[config.mk]
export PLATFORM = sky130hd
export DESIGN_NAME = vid_timing_pattern_gen
export DESIGN_NICKNAME = d
export VERILOG_FILES = /design/src/rtl/vid_pkg.sv /design/src/rtl/vid_pattern_px.sv /design/src/rtl/vid_timing_pattern_gen.sv
export SDC_FILE = /design/constraint.sdc
export NUM_CORES = 1
export LEC_CHECK = 0
export ABC_AREA = 1
export ABC_CLOCK_PERIOD_IN_PS = 5240
export BUFFER_PORTS_ARGS = -buffer_cell sky130_fd_sc_hd__buf_2
export CAP_MARGIN = 20
export CORE_MARGIN = 10
export CORE_UTILIZATION = 30
export DETAILED_ROUTE_END_ITERATION = 8
export SLEW_MARGIN = 25
export SYNTH_ARGS = -nofsm -noshare
export SYNTH_HDL_FRONTEND = slang
export SYNTH_SLANG_ARGS = --single-unit
[constraint.sdc]
create_clock -name PixelClk -period 5.24 [get_ports PixelClk]
set_input_delay 0 -clock PixelClk [delete_from_list [all_inputs] [get_ports PixelClk]]
set_output_delay 0 -clock PixelClk [all_outputs]
set_load 0.02 [all_outputs]
[src/rtl/vid_pkg.sv]
// -----------------------------------------------------------------------------
// vid_pkg
// Shared definitions for the pixel-clock video source:
//   - CEA 1280x720p60 timing constants (defaults for the timing generator)
//   - pattern_e: test-pattern selector encoding
//   - 24-bit colour constants in the {R, B, G} byte order of the TMDS encoder
//   - rgb_pack / bar_colour helpers
// -----------------------------------------------------------------------------
package vid_pkg;

  // 720p60 timing (pixels / lines)
  localparam int H_ACTIVE_720 = 1280;
  localparam int H_FP_720     = 110;
  localparam int H_SYNC_720   = 40;
  localparam int H_BP_720     = 220;
  localparam int V_ACTIVE_720 = 720;
  localparam int V_FP_720     = 5;
  localparam int V_SYNC_720   = 5;
  localparam int V_BP_720     = 20;

  // Raster counter width; wide enough for 1650 pixels and 750 lines.
  localparam int COORD_W = 12;

  // Moving-bar geometry
  localparam int BAR_LEN  = 16;
  localparam int BAR_STEP = 4;

  typedef enum logic [1:0] {
    PAT_BARS  = 2'd0,
    PAT_RAMP  = 2'd1,
    PAT_CHECK = 2'd2,
    PAT_BAR   = 2'd3
  } pattern_e;

  // Colours as {R, B, G}
  localparam logic [23:0] COL_WHITE   = 24'hFF_FF_FF;
  localparam logic [23:0] COL_YELLOW  = 24'hFF_00_FF;
  localparam logic [23:0] COL_CYAN    = 24'h00_FF_FF;
  localparam logic [23:0] COL_GREEN   = 24'h00_00_FF;
  localparam logic [23:0] COL_MAGENTA = 24'hFF_FF_00;
  localparam logic [23:0] COL_RED     = 24'hFF_00_00;
  localparam logic [23:0] COL_BLUE    = 24'h00_FF_00;
  localparam logic [23:0] COL_BLACK   = 24'h00_00_00;

  // The encoder expects blue in the middle byte and green in the low byte.
  function automatic logic [23:0] rgb_pack(input logic [7:0] r,
                                           input logic [7:0] g,
                                           input logic [7:0] b);
    return {r, b, g};
  endfunction

  // Colour of vertical bar idx, left (0) to right (7).
  function automatic logic [23:0] bar_colour(input logic [2:0] idx);
    logic [23:0] c;
    case (idx)
      3'd0:    c = COL_WHITE;
      3'd1:    c = COL_YELLOW;
      3'd2:    c = COL_CYAN;
      3'd3:    c = COL_GREEN;
      3'd4:    c = COL_MAGENTA;
      3'd5:    c = COL_RED;
      3'd6:    c = COL_BLUE;
      default: c = COL_BLACK;
    endcase
    return c;
  endfunction

endpackage

[src/rtl/vid_pattern_px.sv]
// -----------------------------------------------------------------------------
// vid_pattern_px
// Combinational test-pattern pixel function.
//   x, y       : pixel coordinate inside the active area
//   sel        : pattern (bars, grey ramp, checkerboard, moving bar)
//   bar_pos    : left edge of the moving bar for the current frame
//   frame_cnt  : completed-frame count (bit 5 inverts the checkerboard)
//   pixel      : 24-bit {R, B, G} colour
// -----------------------------------------------------------------------------
module vid_pattern_px
  import vid_pkg::*;
#(
  parameter int H_ACTIVE = H_ACTIVE_720
) (
  input  logic [COORD_W-1:0] x,
  input  logic [COORD_W-1:0] y,
  input  pattern_e           sel,
  input  logic [10:0]        bar_pos,
  input  logic [7:0]         frame_cnt,
  output logic [23:0]        pixel
);

  localparam int BAR_W = H_ACTIVE / 8;

  logic [7:1]         past_edge;
  logic [2:0]         bar_idx;
  logic [COORD_W-1:0] bar_lo;
  logic [COORD_W-1:0] bar_hi;
  logic               checker_white;
  logic               in_bar;
  logic               unused_bits;

  // Bar width need not be a power of two, so the bar index comes from
  // seven constant threshold compares instead of a divider.
  generate
    for (genvar gi = 1; gi < 8; gi++) begin : g_bar_edge
      assign past_edge[gi] = (x >= COORD_W'(gi * BAR_W));
    end
  endgenerate

  // Thresholds are monotonic, so the highest one passed is the bar index.
  always_comb begin
    bar_idx = 3'd0;
    for (int i = 1; i < 8; i++) begin
      if (past_edge[i]) bar_idx = 3'(i);
    end
  end

  // Bar end is computed one bit wider than bar_pos so it never wraps
  // back to the left edge of the screen.
  assign bar_lo = COORD_W'(bar_pos);
  assign bar_hi = bar_lo + COORD_W'(BAR_LEN);
  assign in_bar = (x >= bar_lo) && (x < bar_hi);

  // Origin square is white; the whole board inverts every 32 frames.
  assign checker_white = ~(x[5] ^ y[5] ^ frame_cnt[5]);

  assign unused_bits = ^{y[COORD_W-1:6], y[4:0], frame_cnt[7:6], frame_cnt[4:0]};

  always_comb begin
    pixel = COL_BLACK;
    case (sel)
      PAT_BARS:  pixel = bar_colour(bar_idx);
      PAT_RAMP:  pixel = rgb_pack(x[10:3], x[10:3], x[10:3]);
      PAT_CHECK: pixel = checker_white ? COL_WHITE : COL_BLACK;
      PAT_BAR:   pixel = in_bar ? COL_WHITE : COL_BLACK;
      default:   pixel = COL_BLACK;
    endcase
  end

endmodule

[src/rtl/vid_timing_pattern_gen.sv]
// -----------------------------------------------------------------------------
// vid_timing_pattern_gen
// Raster timing generator plus test-pattern source driving the TMDS encoder.
//   PixelClk     : pixel clock, all logic on rising edge
//   pRst         : synchronous active-high reset (priority over pEnable)
//   pEnable      : run enable; low holds the raster at the origin, outputs idle
//   pPatternSel  : pattern select, latched at the start of each frame
//   vid_pData    : {R, B, G} pixel, zero outside active video
//   vid_pVDE     : active-video flag
//   vid_pHSync   : horizontal sync, asserted level = SYNC_POL
//   vid_pVSync   : vertical sync, asserted level = SYNC_POL
//   pFrameStart  : one-cycle pulse with the first active pixel of a frame
//   pFrameCnt    : completed frames, wraps 255 -> 0
// All outputs are registered and describe the raster position held in the
// counters on the previous cycle.
// -----------------------------------------------------------------------------
module vid_timing_pattern_gen
  import vid_pkg::*;
#(
  parameter int H_ACTIVE = H_ACTIVE_720,
  parameter int H_FP     = H_FP_720,
  parameter int H_SYNC   = H_SYNC_720,
  parameter int H_BP     = H_BP_720,
  parameter int V_ACTIVE = V_ACTIVE_720,
  parameter int V_FP     = V_FP_720,
  parameter int V_SYNC   = V_SYNC_720,
  parameter int V_BP     = V_BP_720,
  parameter int SYNC_POL = 1
) (
  input  logic        PixelClk,
  input  logic        pRst,
  input  logic        pEnable,
  input  logic [1:0]  pPatternSel,
  output logic [23:0] vid_pData,
  output logic        vid_pVDE,
  output logic        vid_pHSync,
  output logic        vid_pVSync,
  output logic        pFrameStart,
  output logic [7:0]  pFrameCnt
);

  localparam int H_TOTAL = H_ACTIVE + H_FP + H_SYNC + H_BP;
  localparam int V_TOTAL = V_ACTIVE + V_FP + V_SYNC + V_BP;

  localparam logic [COORD_W-1:0] H_ACT_C  = COORD_W'(H_ACTIVE);
  localparam logic [COORD_W-1:0] HS_BEG_C = COORD_W'(H_ACTIVE + H_FP);
  localparam logic [COORD_W-1:0] HS_END_C = COORD_W'(H_ACTIVE + H_FP + H_SYNC);
  localparam logic [COORD_W-1:0] H_LAST_C = COORD_W'(H_TOTAL - 1);
  localparam logic [COORD_W-1:0] V_ACT_C  = COORD_W'(V_ACTIVE);
  localparam logic [COORD_W-1:0] VS_BEG_C = COORD_W'(V_ACTIVE + V_FP);
  localparam logic [COORD_W-1:0] VS_END_C = COORD_W'(V_ACTIVE + V_FP + V_SYNC);
  localparam logic [COORD_W-1:0] V_LAST_C = COORD_W'(V_TOTAL - 1);
  localparam logic [10:0]        BAR_STEP_C  = 11'(BAR_STEP);
  localparam logic [10:0]        BAR_LIMIT_C = 11'(H_ACTIVE);
  localparam logic               SYNC_ON  = (SYNC_POL != 0);
  localparam logic               SYNC_OFF = ~SYNC_ON;

  // Raster state
  logic [COORD_W-1:0] h_q, h_d;
  logic [COORD_W-1:0] v_q, v_d;
  logic [7:0]         frame_cnt_q, frame_cnt_d;
  logic [10:0]        bar_pos_q, bar_pos_d;
  pattern_e           pat_q, pat_d;

  // Output registers
  logic [23:0]        data_q, data_d;
  logic               vde_q, vde_d;
  logic               hs_q, hs_d;
  logic               vs_q, vs_d;
  logic               fs_q, fs_d;

  // Decode of the current raster position
  logic               at_origin;
  logic               h_wrap;
  logic               v_wrap;
  logic               frame_wrap;
  logic               active;
  logic               hs_on;
  logic               vs_on;
  logic [10:0]        bar_sum;
  pattern_e           pat_eff;
  logic [23:0]        pix;

  assign at_origin  = (h_q == '0) && (v_q == '0);
  assign h_wrap     = (h_q == H_LAST_C);
  assign v_wrap     = (v_q == V_LAST_C);
  assign frame_wrap = h_wrap && v_wrap;
  assign active     = (h_q < H_ACT_C) && (v_q < V_ACT_C);
  assign hs_on      = (h_q >= HS_BEG_C) && (h_q < HS_END_C);
  // v only changes at h wrap, so vsync naturally spans whole lines.
  assign vs_on      = (v_q >= VS_BEG_C) && (v_q < VS_END_C);
  assign bar_sum    = bar_pos_q + BAR_STEP_C;

  // The selector is taken live at the origin so the very first pixel of a
  // frame already shows the newly selected pattern; elsewhere it is held.
  assign pat_eff = at_origin ? pattern_e'(pPatternSel) : pat_q;

  vid_pattern_px #(
    .H_ACTIVE (H_ACTIVE)
  ) u_pattern_px (
    .x         (h_q),
    .y         (v_q),
    .sel       (pat_eff),
    .bar_pos   (bar_pos_q),
    .frame_cnt (frame_cnt_q),
    .pixel     (pix)
  );

  always_comb begin
    // Disabled: raster parked at the origin, outputs idle, frame state held.
    h_d         = '0;
    v_d         = '0;
    frame_cnt_d = frame_cnt_q;
    bar_pos_d   = bar_pos_q;
    pat_d       = pat_q;
    data_d      = '0;
    vde_d       = 1'b0;
    hs_d        = SYNC_OFF;
    vs_d        = SYNC_OFF;
    fs_d        = 1'b0;

    if (pEnable) begin
      h_d = h_wrap ? '0 : h_q + COORD_W'(1);
      if (h_wrap) begin
        v_d = v_wrap ? '0 : v_q + COORD_W'(1);
      end else begin
        v_d = v_q;
      end

      // Frame counter and bar position advance together so the next frame's
      // first pixel already sees the new values.
      if (frame_wrap) begin
        frame_cnt_d = frame_cnt_q + 8'd1;
        bar_pos_d   = (bar_sum >= BAR_LIMIT_C) ? '0 : bar_sum;
      end

      pat_d  = pat_eff;
      data_d = active ? pix : '0;
      vde_d  = active;
      hs_d   = hs_on ? SYNC_ON : SYNC_OFF;
      vs_d   = vs_on ? SYNC_ON : SYNC_OFF;
      fs_d   = at_origin;
    end
  end

  always_ff @(posedge PixelClk) begin
    if (pRst) begin
      h_q         <= '0;
      v_q         <= '0;
      frame_cnt_q <= '0;
      bar_pos_q   <= '0;
      pat_q       <= PAT_BARS;
      data_q      <= '0;
      vde_q       <= 1'b0;
      hs_q        <= SYNC_OFF;
      vs_q        <= SYNC_OFF;
      fs_q        <= 1'b0;
    end else begin
      h_q         <= h_d;
      v_q         <= v_d;
      frame_cnt_q <= frame_cnt_d;
      bar_pos_q   <= bar_pos_d;
      pat_q       <= pat_d;
      data_q      <= data_d;
      vde_q       <= vde_d;
      hs_q        <= hs_d;
      vs_q        <= vs_d;
      fs_q        <= fs_d;
    end
  end

  assign vid_pData   = data_q;
  assign vid_pVDE    = vde_q;
  assign vid_pHSync  = hs_q;
  assign vid_pVSync  = vs_q;
  assign pFrameStart = fs_q;
  assign pFrameCnt   = frame_cnt_q;

endmodule

==> Word-level counts from Yosys, hierarchy flattened <==
Index checks and enable logic that the tools add are counted.
{ "totals": {"input_bits": 5, "register_bits": 73} }
{ "op_classes": {"eq_ne": 11, "magnitude_cmp": 16, "reduce_logical": 14, "add_sub_neg": 5, "n_bitwise": 4, "mux": 16} }
{ "op_table": {"columns": ["cell", "n"], "rows": [
  ["one-hot mux 24 bit (7 select lines)", 1],
  ["one-hot mux 24 bit (4 select lines)", 1],
  [">= comparator 12 x 10 -> 1 bit (second input constant)", 4],
  ["two-way mux 24 bit", 2],
  ["adder 12 x 1 -> 12 bit (second input constant)", 2],
  [">= comparator 12 x 11 -> 1 bit (second input constant)", 2],
  [">= comparator 12 x 9 -> 1 bit (second input constant)", 2],
  ["zero test 12 bit", 2],
  ["less-than comparator 12 x 10 -> 1 bit (second input constant)", 2],
  ["less-than comparator 12 x 11 -> 1 bit (second input constant)", 2],
  ["adder 11 x 5 -> 12 bit (second input constant)", 1],
  ["equality test 12 x 10 -> 1 bit (second input constant)", 1],
  ["equality test 12 x 11 -> 1 bit (second input constant)", 1],
  [">= comparator 12 x 11 -> 1 bit", 1],
  [">= comparator 12 x 8 -> 1 bit (second input constant)", 1],
  ["less-than comparator 12 bit", 1],
  ["two-way mux 12 bit", 1],
  ["two-way mux 3 bit", 4],
  ["adder 11 x 3 -> 11 bit (second input constant)", 1],
  [">= comparator 11 bit (second input constant)", 1],
  ["two-way mux 11 bit", 1],
  ["equality test 3 bit (second input constant)", 3],
  ["adder 8 x 1 -> 8 bit (second input constant)", 1],
  ["equality test 3 x 2 -> 1 bit (second input constant)", 2],
  ["13 further kinds", 26]
]} }

==> Longest topological paths before layout <==
{ "logic_depth": {"ltp_word": 11, "mapped_depth": 17, "depth_no_buf": 16} }

==> Cells and area by module <==
From an unflattened synthesis, not the netlist that was laid out.
{ "hier_totals": {"cells_unflattened": 679, "hier_area_um2": 4479.3} }
{ "modules_own_cells": {"columns": ["module", "area_per_inst_um2", "cells_per_inst", "instances", "seq_area_each_um2"], "rows": [
  ["vid_timing_pattern_gen", 3447.1, 489, 1, 1421.4],
  ["vid_pattern_px", 1032.2, 190, 1, 0.0]
]} }

==> Worst setup path after synthesis <==
Ideal clock, no wire load.
{ "synth_path": {"path_type": "register -> register", "startpoint": "register bar_pos_q[6]", "endpoint": "register data_q[14], in the netlist vid_pData[14]", "setup_slack_ps": 3044, "period_less_slack_ps": 2196, "required_ps": 5116, "n_path_buf": 1, "t_arrival_ps": 2073, "path_stages_with_launch": 17, "cell_sequence": "dfxtp_1 > inv_1 > nor3_1 > nand2_1 > xor2_1 > ha_1 > nand2_1 > nor2_1 > a21boi_0 > nor2_1 > nand2_1 > nand2_2 > nand3_2 > buf_6 > nand2_1 > nor2_1 > nor2_1"} }
{ "synth_via": {"elab_chain_len": 5, "elab_cells_between_ends": 6, "classes_between": "add/sub: 1; order compare: 2; mux: 2; reduce/logical: 1"} }
{ "synth_rtl": {"columns": ["item", "line_no", "text"], "rows": [
  ["from (decl)", "vid_timing_pattern_gen.sv:62", "logic [10:0] bar_pos_q, bar_pos_d;"],
  ["from (signal assigned)", "vid_timing_pattern_gen.sv:162", "bar_pos_q <= bar_pos_d;"],
  ["adder 11 x 5 -> 12 bit", "vid_pattern_px.sv:52", "assign bar_hi = bar_lo + COORD_W'(BAR_LEN);"],
  ["less-than comparator 12 bit", "vid_pattern_px.sv:53", "assign in_bar = (x >= bar_lo) && (x < bar_hi);"],
  ["logical AND 1 bit (*)", "vid_pattern_px.sv:53", null],
  ["two-way mux 24 bit (*)", "vid_pattern_px.sv:66", "PAT_BAR: pixel = in_bar ? COL_WHITE : COL_BLACK;"],
  ["one-hot mux 24 bit (4 select lines) (*)", "vid_pattern_px.sv:62", "case (sel)"],
  ["to (signal assigned)", "vid_timing_pattern_gen.sv:164", "data_q <= data_d;"],
  ["to (decl)", "vid_timing_pattern_gen.sv:66", "logic [23:0] data_q, data_d;"]
]} }
Mark *: on every way between the ends. The rest lies on a longest branch, timed or not.
A chain may end at the register's enable or synchronous reset.

==> Worst setup path after layout <==
{ "layout_path": {"startpoint": "register bar_pos_q[6]", "endpoint": "register data_q[5], in the netlist vid_pData[5]"} }
Same word-level chain as after synthesis.

==> impl_metrics.yaml <==
min_path:
  whs_path_depth: 4
  hold_path_class: "input pin to flip-flop"
global_routing:
  grt.total_usage: 0.106
  antenna_found_initial: 0
  gr-total-overflow: 0
  grt_pass1_vias: 3395
  grt_max_degree: 25
  grt_pass1_wl_um: 16200
sta:
  worstMarginPinSlew_ps: 724
  setup_tns_ps: 0
  period_share: 0.500
  finalHoldViolCount: 0
  min_period_ps: 2620
  rsz0062_at_grt: "no"
  max_freq_mhz: 382
  fin_skew_ps: 3.67
  setup_viol: 0
  drv_slew: 0
  slew_headroom: 0.514
clock_network:
  cts_resized: 0
  insertion_delay_ps: 340
  htree_levels: 3
  cts_tree: "done"
  cts_buffers: 9
  ctsRootBufferMaster: "clkbuf_16"
  clk_path_buf_depth: 2
  path_clk_slew_ps: 60
  cts.sinks: 71
die:
  placementRows: 42
  ios: 41
  dieArea_sq_mm: 0.0188
  core_area_sq_mm: 0.0133
  chipWidth_um: 137
  die_y_um: 137
  start_util: 0.309
finish:
  area_growth_pct: 15.6
  finalCoreUtilization: 0.357
  drive_gt1_frac: 0.133
  diodes: 0
  final_area_sq_mm: 0.00476
  fin_cells: 823
  nNetsFinal: 674
logic_synthesis:
  syn-cell-area_sq_mm: 0.00412
  synth_top_area_share: 0.345
  synth.avg_cell_area_sq_um: 6.86
  synth_area_leaders: "dfxtp_1, nand2_1, ha_1"
  syn-instance-count: 601
  ys_warn_count: 0
  synth_cell_types: 37
  synth_top_cell_by_area: "dfxtp_1"
  synth_nets: 633
  ys_seq_area_frac: 0.345
  ys_ff_latch: 71
critical_path:
  path_class: "flip-flop to flip-flop"
  end_kind: "flip-flop"
  crit_fanout: 24
  cp.arrival_ps: 2910
  critPathLaunchType: "flip-flop"
  worstPathRequired_ps: 5530
  slowest_stage: "dfxtp_1"
  cp_top_family: "simple AND/OR/NAND/NOR gates"
  crit_top_cell: "nand2_1"
  crit_chain: "inv_1 > nor3_1 > nand2_1 > xor2_1 > ha_1 > nand2_1 > inv_1 > a21oi_1 > nand2_1 > nor2_1 > nand2_1 > nand2_2 > nand3_2 > nand3_1 > nand2_1 > inv_1"
  reg2reg_depth: 16
  crit_buf_inv: 3
  max_stage_delay_ps: 400
  path_depth: 16
placement:
  place_area_sq_mm: 0.00447
  io_buffers: 40
  dp.cells: 806
  dp_hpwl_um: 7480
  gp_congestion: 0.833
routing:
  vias: 3687
  firstDrtPassIters: 4
  routedWlPerCell_um: 11.8
  wl_um: 9690
  drtIter0Drc: 186
  ant_nets: 0
  drc: 0
  vias_per_cell: 4.48
power_and_ir_drop:
  power.leakage_nw: 2.23
  peakVddDrop_uv: 148
  power_density_mw_per_mm2: 264
job:
  max_cap_viol_count: 0
outcome:
  run_status: "finished, final reports clean"
cell type report:
type                       instances  area (sq um)
clock buffer                       9           225
clock inverter                     7          61.3
fill                            1464          8580
inverter                          92           345
multi-input combinational        427          2280
sequential                        71          1420
tap                              176           220
timing repair buffer              41           210
cell usage in the layout (no fill, tap or decap), types with 2 or more instances in the layout:
cell type / netlist / routed
nand2_1: 129 / 129
inv_1: 84 / 84
nor2_1: 80 / 80
dfxtp_1: 71 / 71
nand3_1: 56 / 56
buf_2: 6 / 40
a21oi_1: 31 / 31
ha_1: 27 / 27
nor3_1: 17 / 17
o21ai_0: 17 / 17
xor2_1: 10 / 10
clkbuf_16: 0 / 9
inv_2: 8 / 8
nand4_1: 8 / 8
o21ai_1: 6 / 6
xnor2_1: 5 / 5
nor2_4: 5 / 5
nand3_2: 4 / 4
nor3b_1: 4 / 4
inv_6: 0 / 4
nor2_2: 3 / 3
nand2_2: 3 / 3
nor3_2: 3 / 3
o21a_1: 3 / 3
nor4_1: 3 / 3
a211oi_1: 2 / 2
a2111oi_0: 2 / 2
clkinvlp_4: 0 / 2
synthesized netlist by cell type (all sizes together):
| cell | n |
|---|---|
| nand2 | 133 |
| inv | 92 |
| nor2 | 88 |
| dfxtp | 71 |
| nand3 | 60 |
| a21oi | 31 |
| ha | 27 |
| o21ai | 24 |
| nor3 | 20 |
| buf | 10 |
| xor2 | 10 |
| nand4 | 8 |
| xnor2 | 5 |
| nor3b | 4 |
| nor4 | 3 |
| o21a | 3 |
| a2111oi | 2 |
| a211oi | 2 |
| nand3b | 2 |
| a21boi | 1 |
| and3 | 1 |
| clkbuf | 1 |
| o211ai | 1 |
| o31ai | 1 |
| or2 | 1 |
worst reg2reg max path: stages (launching register included):
cell and delay, ps:
dfxtp_1 400, inv_1 100, nor3_1 240, nand2_1 110
xor2_1 150, ha_1 280, nand2_1 100, inv_1 40
a21oi_1 160, nand2_1 70, nor2_1 80, nand2_1 90
nand2_2 80, nand3_2 330, nand3_1 210, nand2_1 60
inv_1 50
registers in the layout, indices dropped and copies added (netlist names):
signal and flops:
pFrameCnt 8, vid_pVSync 1, vid_pHSync 1, vid_pVDE 1, pat_q 2, vid_pData 24
h_q 12, bar_pos_q 9, pFrameStart 1, v_q 12
where the power goes:
| group | internal (mW) | switching, mW | total, mW |
|---|---|---|---|
| logic | 0.0311 | 0.0710 | 0.102 |
| registers | 0.555 | 0.00456 | 0.560 |
| clock network | 0.330 | 0.265 | 0.595 |
worst paths after layout:
path                start      endpoint  slack (ps)
min               pEnable  bar_pos_q[7]          70
min reg2reg  pFrameCnt[1]  pFrameCnt[1]         490
max reg2reg  bar_pos_q[6]  vid_pData[5]        2620
max          bar_pos_q[6]  vid_pData[5]        2620
per-layer routing:
metal	GRT usage	vias up	part of all wire
met5	0	-	0
met3	0.0346	10	0.059
li1	-	2009	-
met4	0.0357	0	0.012
met1	0.140	1609	0.50
met2	0.159	59	0.43
what timing repair did:
action,in CTS,in global routing
setup buffers,0,0
endpoints found under the hold margin,4,0
hold buffers,1,0
endpoints found under the setup margin,0,0
metrics by stage:
step / power, mW / hold WS, ps / setup slack [ps]
6_report: 1.26 / 68.7 / 2620
5_1_grt: 1.31 / 103 / 2250
4_1_cts: 1.28 / 59.4 / 2610
3_5_place_dp: 0.675 / 329 / 2620
3_3_place_gp: 0.675 / 327 / 2620
2_1_floorplan: 0.650 / 236 / 3040
cells by family (layout without fill, tap and decap cells):
logic type / after synthesis / count (layout) / share of synthesized area
AND/OR/NAND/NOR: 320 / 320 / 0.353
buffers and inverters: 103 / 149 / 0.102
flip-flops: 71 / 71 / 0.345
AO/OA/AOI/OAI: 65 / 65 / 0.0865
adder cells (fa/ha/maj): 27 / 27 / 0.0819
XOR/XNOR: 15 / 15 / 0.0319
No activity file was read; power rests on OpenSTA's default activity.
